--- src/rtl/input_conditioner_if.sv ---
// Signal bundle between the raw board inputs and the conditioned clk-domain
// outputs. The board/bench side is the master, the conditioner is the slave.
interface input_conditioner_if;
    logic [3:0] btn_raw;
    logic [7:0] sw_raw;
    logic [3:0] btn_lvl;
    logic [3:0] btn_press;
    logic [3:0] btn_rel;
    logic [7:0] sw_out;
    logic       sw_chg;
    logic       tick;

    modport master (
        output btn_raw, sw_raw,
        input  btn_lvl, btn_press, btn_rel, sw_out, sw_chg, tick
    );

    modport slave (
        input  btn_raw, sw_raw,
        output btn_lvl, btn_press, btn_rel, sw_out, sw_chg, tick
    );
endinterface

--- src/rtl/input_conditioner.sv ---
// Front-end conditioning for the lab board: two-flop synchronisers, per-button
// debounce with press/release pulses, bus-wide switch debounce and a free-running
// tick enable. Every output is a flop; raw inputs only ever reach the s1 stage.
module input_conditioner #(
    parameter int DEBOUNCE_CYCLES = 1000000,
    parameter int TICK_DIV        = 50000000
) (
    input  logic                  clk,
    input  logic                  rst,
    input_conditioner_if.slave    bus
);
    localparam int CNT_W  = $clog2(DEBOUNCE_CYCLES);
    localparam int TCNT_W = $clog2(TICK_DIV);
    localparam logic [CNT_W-1:0]  CNT_LAST  = CNT_W'(DEBOUNCE_CYCLES - 1);
    localparam logic [CNT_W-1:0]  CNT_ONE   = CNT_W'(1);
    localparam logic [TCNT_W-1:0] TCNT_LAST = TCNT_W'(TICK_DIV - 1);

    logic [11:0]      s1;
    logic [11:0]      s2;
    logic [3:0]       btn_s2;
    logic [7:0]       sw_s2;

    logic [CNT_W-1:0] cnt [4];
    logic [3:0]       btn_lvl;
    logic [3:0]       btn_press;
    logic [3:0]       btn_rel;

    logic [7:0]       prev_sw;
    logic [7:0]       sw_out;
    logic [CNT_W-1:0] sw_cnt;
    logic             sw_chg;

    logic [TCNT_W-1:0] tcnt;
    logic              tick;

    assign btn_s2 = s2[3:0];
    assign sw_s2  = s2[11:4];

    // Two-stage synchroniser for all twelve raw bits.
    always_ff @(posedge clk or posedge rst) begin
        if (rst) begin
            s1 <= '0;
            s2 <= '0;
        end else begin
            s1 <= {bus.sw_raw, bus.btn_raw};
            s2 <= s1;
        end
    end

    // Independent debounce per button; any return to the accepted level drops all credit.
    always_ff @(posedge clk or posedge rst) begin
        if (rst) begin
            for (int i = 0; i < 4; i++) cnt[i] <= '0;
            btn_lvl   <= '0;
            btn_press <= '0;
            btn_rel   <= '0;
        end else begin
            btn_press <= '0;
            btn_rel   <= '0;
            for (int i = 0; i < 4; i++) begin
                if (btn_s2[i] == btn_lvl[i]) begin
                    cnt[i] <= '0;
                end else if (cnt[i] != CNT_LAST) begin
                    cnt[i] <= cnt[i] + 1'b1;
                end else begin
                    btn_lvl[i]   <= btn_s2[i];
                    cnt[i]       <= '0;
                    btn_press[i] <= btn_s2[i];
                    btn_rel[i]   <= ~btn_s2[i];
                end
            end
        end
    end

    // Bus-wide switch debounce: a new sampled value restarts the hold, and the
    // cycle that first shows it counts as the first cycle of that hold.
    always_ff @(posedge clk or posedge rst) begin
        if (rst) begin
            prev_sw <= '0;
            sw_out  <= '0;
            sw_cnt  <= '0;
            sw_chg  <= 1'b0;
        end else begin
            prev_sw <= sw_s2;
            sw_chg  <= 1'b0;
            if (sw_s2 == sw_out) begin
                sw_cnt <= '0;
            end else if (sw_s2 != prev_sw) begin
                sw_cnt <= CNT_ONE;
            end else if (sw_cnt != CNT_LAST) begin
                sw_cnt <= sw_cnt + 1'b1;
            end else begin
                sw_out <= sw_s2;
                sw_cnt <= '0;
                sw_chg <= 1'b1;
            end
        end
    end

    // Free-running divider; tick is registered one cycle after the terminal count.
    always_ff @(posedge clk or posedge rst) begin
        if (rst) begin
            tcnt <= '0;
            tick <= 1'b0;
        end else begin
            tick <= (tcnt == TCNT_LAST);
            tcnt <= (tcnt == TCNT_LAST) ? '0 : tcnt + 1'b1;
        end
    end

    assign bus.btn_lvl   = btn_lvl;
    assign bus.btn_press = btn_press;
    assign bus.btn_rel   = btn_rel;
    assign bus.sw_out    = sw_out;
    assign bus.sw_chg    = sw_chg;
    assign bus.tick      = tick;

endmodule

--- src/flat_wrapper.sv ---
// flat-port wrapper written by rule: the top's interface ports become plain ports
module input_conditioner_flat 
#(
    parameter int DEBOUNCE_CYCLES = 1000000,
    parameter int TICK_DIV        = 50000000
)
  (clk, rst, bus_btn_raw, bus_sw_raw, bus_btn_lvl, bus_btn_press, bus_btn_rel, bus_sw_out, bus_sw_chg, bus_tick);
  input_conditioner_if bus_i ();
  input  logic clk;
  input  logic rst;
  input wire logic [$bits(bus_i.btn_raw)-1:0] bus_btn_raw;
  input wire logic [$bits(bus_i.sw_raw)-1:0] bus_sw_raw;
  output wire logic [$bits(bus_i.btn_lvl)-1:0] bus_btn_lvl;
  output wire logic [$bits(bus_i.btn_press)-1:0] bus_btn_press;
  output wire logic [$bits(bus_i.btn_rel)-1:0] bus_btn_rel;
  output wire logic [$bits(bus_i.sw_out)-1:0] bus_sw_out;
  output wire logic [$bits(bus_i.sw_chg)-1:0] bus_sw_chg;
  output wire logic [$bits(bus_i.tick)-1:0] bus_tick;
  assign bus_i.btn_raw = bus_btn_raw;
  assign bus_i.sw_raw = bus_sw_raw;
  assign bus_btn_lvl = bus_i.btn_lvl;
  assign bus_btn_press = bus_i.btn_press;
  assign bus_btn_rel = bus_i.btn_rel;
  assign bus_sw_out = bus_i.sw_out;
  assign bus_sw_chg = bus_i.sw_chg;
  assign bus_tick = bus_i.tick;
  input_conditioner #(.DEBOUNCE_CYCLES(DEBOUNCE_CYCLES), .TICK_DIV(TICK_DIV)) u_core (.clk(clk), .rst(rst), .bus(bus_i));
endmodule
--- config.mk ---
export PLATFORM = sky130hd
export DESIGN_NAME = input_conditioner_flat
export DESIGN_NICKNAME = d
export VERILOG_FILES = /design/src/rtl/input_conditioner_if.sv /design/src/rtl/input_conditioner.sv /design/src/flat_wrapper.sv
export SDC_FILE = /design/constraint.sdc
export NUM_CORES = 1
export LEC_CHECK = 0
export ABC_AREA = 1
export CAP_MARGIN = 20
export CORE_MARGIN = 2
export CORE_UTILIZATION = 66
export DETAILED_ROUTE_END_ITERATION = 8
export PLACE_DENSITY = 0.89
export SLEW_MARGIN = 20
export SYNTH_ARGS = -nofsm -noshare
export SYNTH_HDL_FRONTEND = slang
export SYNTH_SLANG_ARGS = --single-unit
--- constraint.sdc ---
create_clock -name clk -period 10.7 [get_ports clk]
set_input_delay 2.14 -clock clk [delete_from_list [all_inputs] [get_ports clk]]
set_output_delay 2.14 -clock clk [all_outputs]
set_load 0.02 [all_outputs]
Word level (Yosys, flattened, before mapping)
Index checks and enable logic that the tools add are counted.

cells by class
  add/sub/neg operators = 6
  equality and inequality tests = 12
  mux-type cells = 31
  bitwise gates (word level) = 15
  reduce and logical (&&, ||, !) cells = 5

operators by type and width
  operator                                       number
  2-to-1 mux 20 bit                              11
  adder 20 x 1 -> 20 bit, second input constant  5
  inequality test 20 bit, second input constant  5
  adder 26 x 1 -> 26 bit, second input constant  1
  == test 26 bit, second input constant          1
  2-to-1 mux 26 bit                              1
  2-to-1 mux 1 bit                               19
  NOT 1 bit                                      15
  == test 8 bit                                  1
  inequality test 8 bit                          1
  AND reduction 2 bit                            4
  == test 1 bit                                  4
  AND reduction 3 bit                            1

storage, ports and cells
  register bits after elaboration = 180
  bits of input ports = 14
  output and inout port bits = 22
  word-level logic and storage cells = 87

Logic depth before layout (Yosys ltp)
  depth in word-level cells = 4
  gate-level depth with buffers = 10
  depth with buffers taken out = 10

Least setup slack after synthesis
Ideal clock, no wire load.

  path type = register to output
  from = register u_core.btn_lvl[1], in the netlist u_core.bus.btn_lvl[1]
  to = output port bus_btn_lvl[1]
  arrival time = 0.466 ns
  required time = 8.560 ns
  path slack = 8.094 ns
  cell stages (with the launch flop) = 1
  buffers on the path = 0
  cells stage by stage = dfrtp_1

RTL lines
  item                              line                     RTL
  start: declaration                input_conditioner.sv:24  logic [3:0] btn_lvl;
  start signal: indexed assignment  input_conditioner.sv:66  btn_lvl[i] <= btn_s2[i];
  end: declaration                  flat_wrapper.sv:13       output wire logic [$bits(bus_i.btn_lvl)-1:0] bus_btn_lvl;

No word-level cell between the ends.

Final worst setup path
  from = register u_core.sw_out[1], in the netlist u_core.bus.sw_out[1]
  to = output port bus_sw_out[1]

RTL lines
  item                      line                     RTL
  start: declaration        input_conditioner.sv:29  logic [7:0] sw_out;
  start signal: assignment  input_conditioner.sv:93  sw_out <= sw_s2;
  end: declaration          flat_wrapper.sv:16       output wire logic [$bits(bus_i.sw_out)-1:0] bus_sw_out;

No word-level cell between the ends.

==> impl_metrics.env <==
export IMPL_rr_worst_depth=10
export IMPL_critical_path_top_delay_family="buffers and inverters"
export IMPL_die_area_sq_mm=0.0145
export IMPL_worstHoldPathType="reg -> reg"
export IMPL_numCtsBuffers=17
export IMPL_dpl_hpwl_microns=12600
export IMPL_synth_warnings=0
export IMPL_drc=0
export IMPL_netlist_instances=1130
export IMPL_cts_clk_slew_worst_paths_ns=0.07
export IMPL_crit_end="bus_sw_out[1]"
export IMPL_insertion_delay_ns=0.44
export IMPL_grt_max_degree=96
export IMPL_area_growth_pct=12.7
export IMPL_cts_max_level=4
export IMPL_final_hold_viol_count=0
export IMPL_cts_tree="built"
export IMPL_worstHoldStart="u_core.s1[6]"
export IMPL_drt_iter0_markers=861
export IMPL_detail_route_wl_per_cell_microns=14.0
export IMPL_p_per_area_mw_per_mm2=136
export IMPL_final_common_cell="nor2_1"
export IMPL_viasPerCell=5.57
export IMPL_hold_buffers=0
export IMPL_leakage_nw=4.47
export IMPL_end_kind="primary output"
export IMPL_io_pin_count=36
export IMPL_routabilityCongestion=0.950
export IMPL_clockBufferDepth=2
export IMPL_cp_max_fo=4
export IMPL_initial_utilization_pct=67.4
export IMPL_period_share_pct=33.7
export IMPL_cpPeakStageDelay_ns=0.62
export IMPL_drv_cap=0
export IMPL_vias=7618
export IMPL_fmax_ghz=0.278
export IMPL_skew_ns=0.0157
export IMPL_slew_viol_final=0
export IMPL_drive_gt1_share_pct=6.21
export IMPL_drt_wl_total_microns=19200
export IMPL_synth_seq_area_share_pct=50.5
export IMPL_crit_path_start_kind="flip-flop"
export IMPL_dieWidth_microns=120
export IMPL_criticalPathCategory="reg -> out"
export IMPL_tns_ns=0
export IMPL_maxSlewHeadroom_pct=43.6
export IMPL_whs_ns=0.352
export IMPL_post_cts_buffers=0
export IMPL_ys_types=30
export IMPL_synth_fp_nets=1150
export IMPL_overflow=0
export IMPL_r2r_start="u_core.cnt[20]"
export IMPL_crit_chain="clkdlybuf4s50_1"
export IMPL_worstPathRequired_ns=8.56
export IMPL_drtAntennaViolNets=0
export IMPL_clockRootBuffer="clkbuf_16"
export IMPL_antenna_found_initial=0
export IMPL_drtPass1Iterations=5
export IMPL_syn_avg_cell_area_sq_um=7.90
export IMPL_io_buffers=35
export IMPL_worstReg2RegEnd="u_core.cnt[33]"
export IMPL_cts_resized=0
export IMPL_die_h_microns=120
export IMPL_layout_common_cells="nor2_1 (248), nand2_1 (229), dfrtp_1 (180)"
export IMPL_nets=1199
export IMPL_grt_usage_pct=28.5
export IMPL_crit_cells=1
export IMPL_cts_sinks=180
export IMPL_reg2reg_slack_ns=8.67
export IMPL_setup_viol=0
export IMPL_post_route_min_period_ns=3.60
export IMPL_status="finished, final reports clean"
export IMPL_rsz0062_at_grt="false"
export IMPL_synth_seq_cells=180
export IMPL_coreArea_sq_mm=0.0132
export IMPL_syn_cell_area_sq_mm=0.00893
export IMPL_tightest_slew_ns=0.847
export IMPL_cp_arrival_ns=1.46
export IMPL_cp_num_buf_inv=1
export IMPL_slowest_stage="clkdlybuf4s50_1"
export IMPL_worst_ir_drop_vdd_mv=0.115
export IMPL_grt_pass1_vias=7470
export IMPL_crit_path_start="u_core.bus.sw_out[1]"
export IMPL_placementRows=42
export IMPL_grt_pass1_wl_microns=33400
export IMPL_insertedDiodeCount=0
-- flip-flops by register name, summed over array words and instances (netlist names) --
name,count
u_core.bus.btn_lvl,4
u_core.bus.btn_press,4
u_core.bus.btn_rel,4
u_core.bus.sw_chg,1
u_core.bus.sw_out,8
u_core.bus.tick,1
u_core.cnt,80
u_core.prev_sw,8
u_core.s1,12
u_core.s2,12
u_core.sw_cnt,20
u_core.tcnt,26
-- how the worst min path moves through the flow --
stage,to,slack (ns),depth (start not counted)
global placement,u_core.s2[11],0.33,0
detailed placement,u_core.s2[10],0.34,0
finish,u_core.s2[6],0.35,0
CTS,u_core.s2[6],0.35,0
floorplan,u_core.s2[0],0.33,0
global route,u_core.s2[2],0.36,0
-- layout make-up --
class                      instances  area (sq um)
clock buffer                      17           425
multi-input combinational        787          3790
inverter                         157           594
sequential                       180          4500
fill                             915          3180
tap                              176           220
clock inverter                    15           169
timing repair buffer              36           362
-- where the power goes --
part / leakage [nW] / switching, W / internal [W]
clock: 0.289 / 0.000276 / 0.000351
combinational: 1.77 / 0.0000293 / 0.0000128
sequential: 2.41 / 0.00000837 / 0.000690
-- metrics by stage --
| step | setup WS (ns) | cell area, sq um | instances | utilization (%) | total power (W) |
|---|---|---|---|---|---|
| floorplan | 3.67 | 8930 | 1130 | - | 0.000738 |
| global placement | 6.33 | 9460 | 1336 | 71.5 | 0.000750 |
| detailed placement | 6.32 | 9460 | 1336 | 71.5 | 0.000753 |
| CTS | 6.77 | 10100 | 1368 | 75.9 | 0.00137 |
| global route | 6.88 | 10100 | 1368 | 76.0 | 0.00141 |
| finish | 7.10 | 10100 | 1368 | 76.0 | 0.00137 |
-- synthesized netlist by cell type --
library cell    n  area [sq um]
a21boi_0        1          7.51
a21oi_1        36           180
a31o_2          1          8.76
and2_1          1          6.26
and3_1          1          6.26
buf_2           1          5.00
buf_4           4          30.0
buf_6           1          11.3
dfrtp_1       180          4500
ha_1            6          75.1
inv_1         153           574
inv_2           4          15.0
nand2_1       229           860
nand2_2         8          50.1
nand3_1        61           305
nand3_2         5          50.1
nand3_4         1          17.5
nand4_1        49           307
nor2_1        248           931
nor2_2          8          50.1
nor2_4          6          67.6
nor3_1         48           240
nor3_2          3          30.0
nor3_4          2          32.5
nor3b_1         6          45.0
o21ai_0        17          85.1
o21bai_1        1          7.51
or2_2           2          12.5
xnor2_1        15           131
xor2_1         32           280
-- per-layer routing --
metal / global-route usage [%] / vias up / share of wire [%]
li1: - / 3658 / -
met2: 49.3 / 308 / 51
met1: 36.1 / 3603 / 41
met3: 6.32 / 49 / 5.6
met5: 0 / - / 0
met4: 8.79 / 0 / 2.3
-- cells by family after synthesis --
group	count (synthesis)	share of synthesized area [%]
flip-flops	180	50.5
AND/OR/NAND/NOR	678	33.7
buffers and inverters	163	7.12
XOR/XNOR	47	4.61
adder cells (fa/ha/maj)	6	0.841
AO/OA/AOI/OAI	56	3.24
Power figures use the tool's default switching activity.
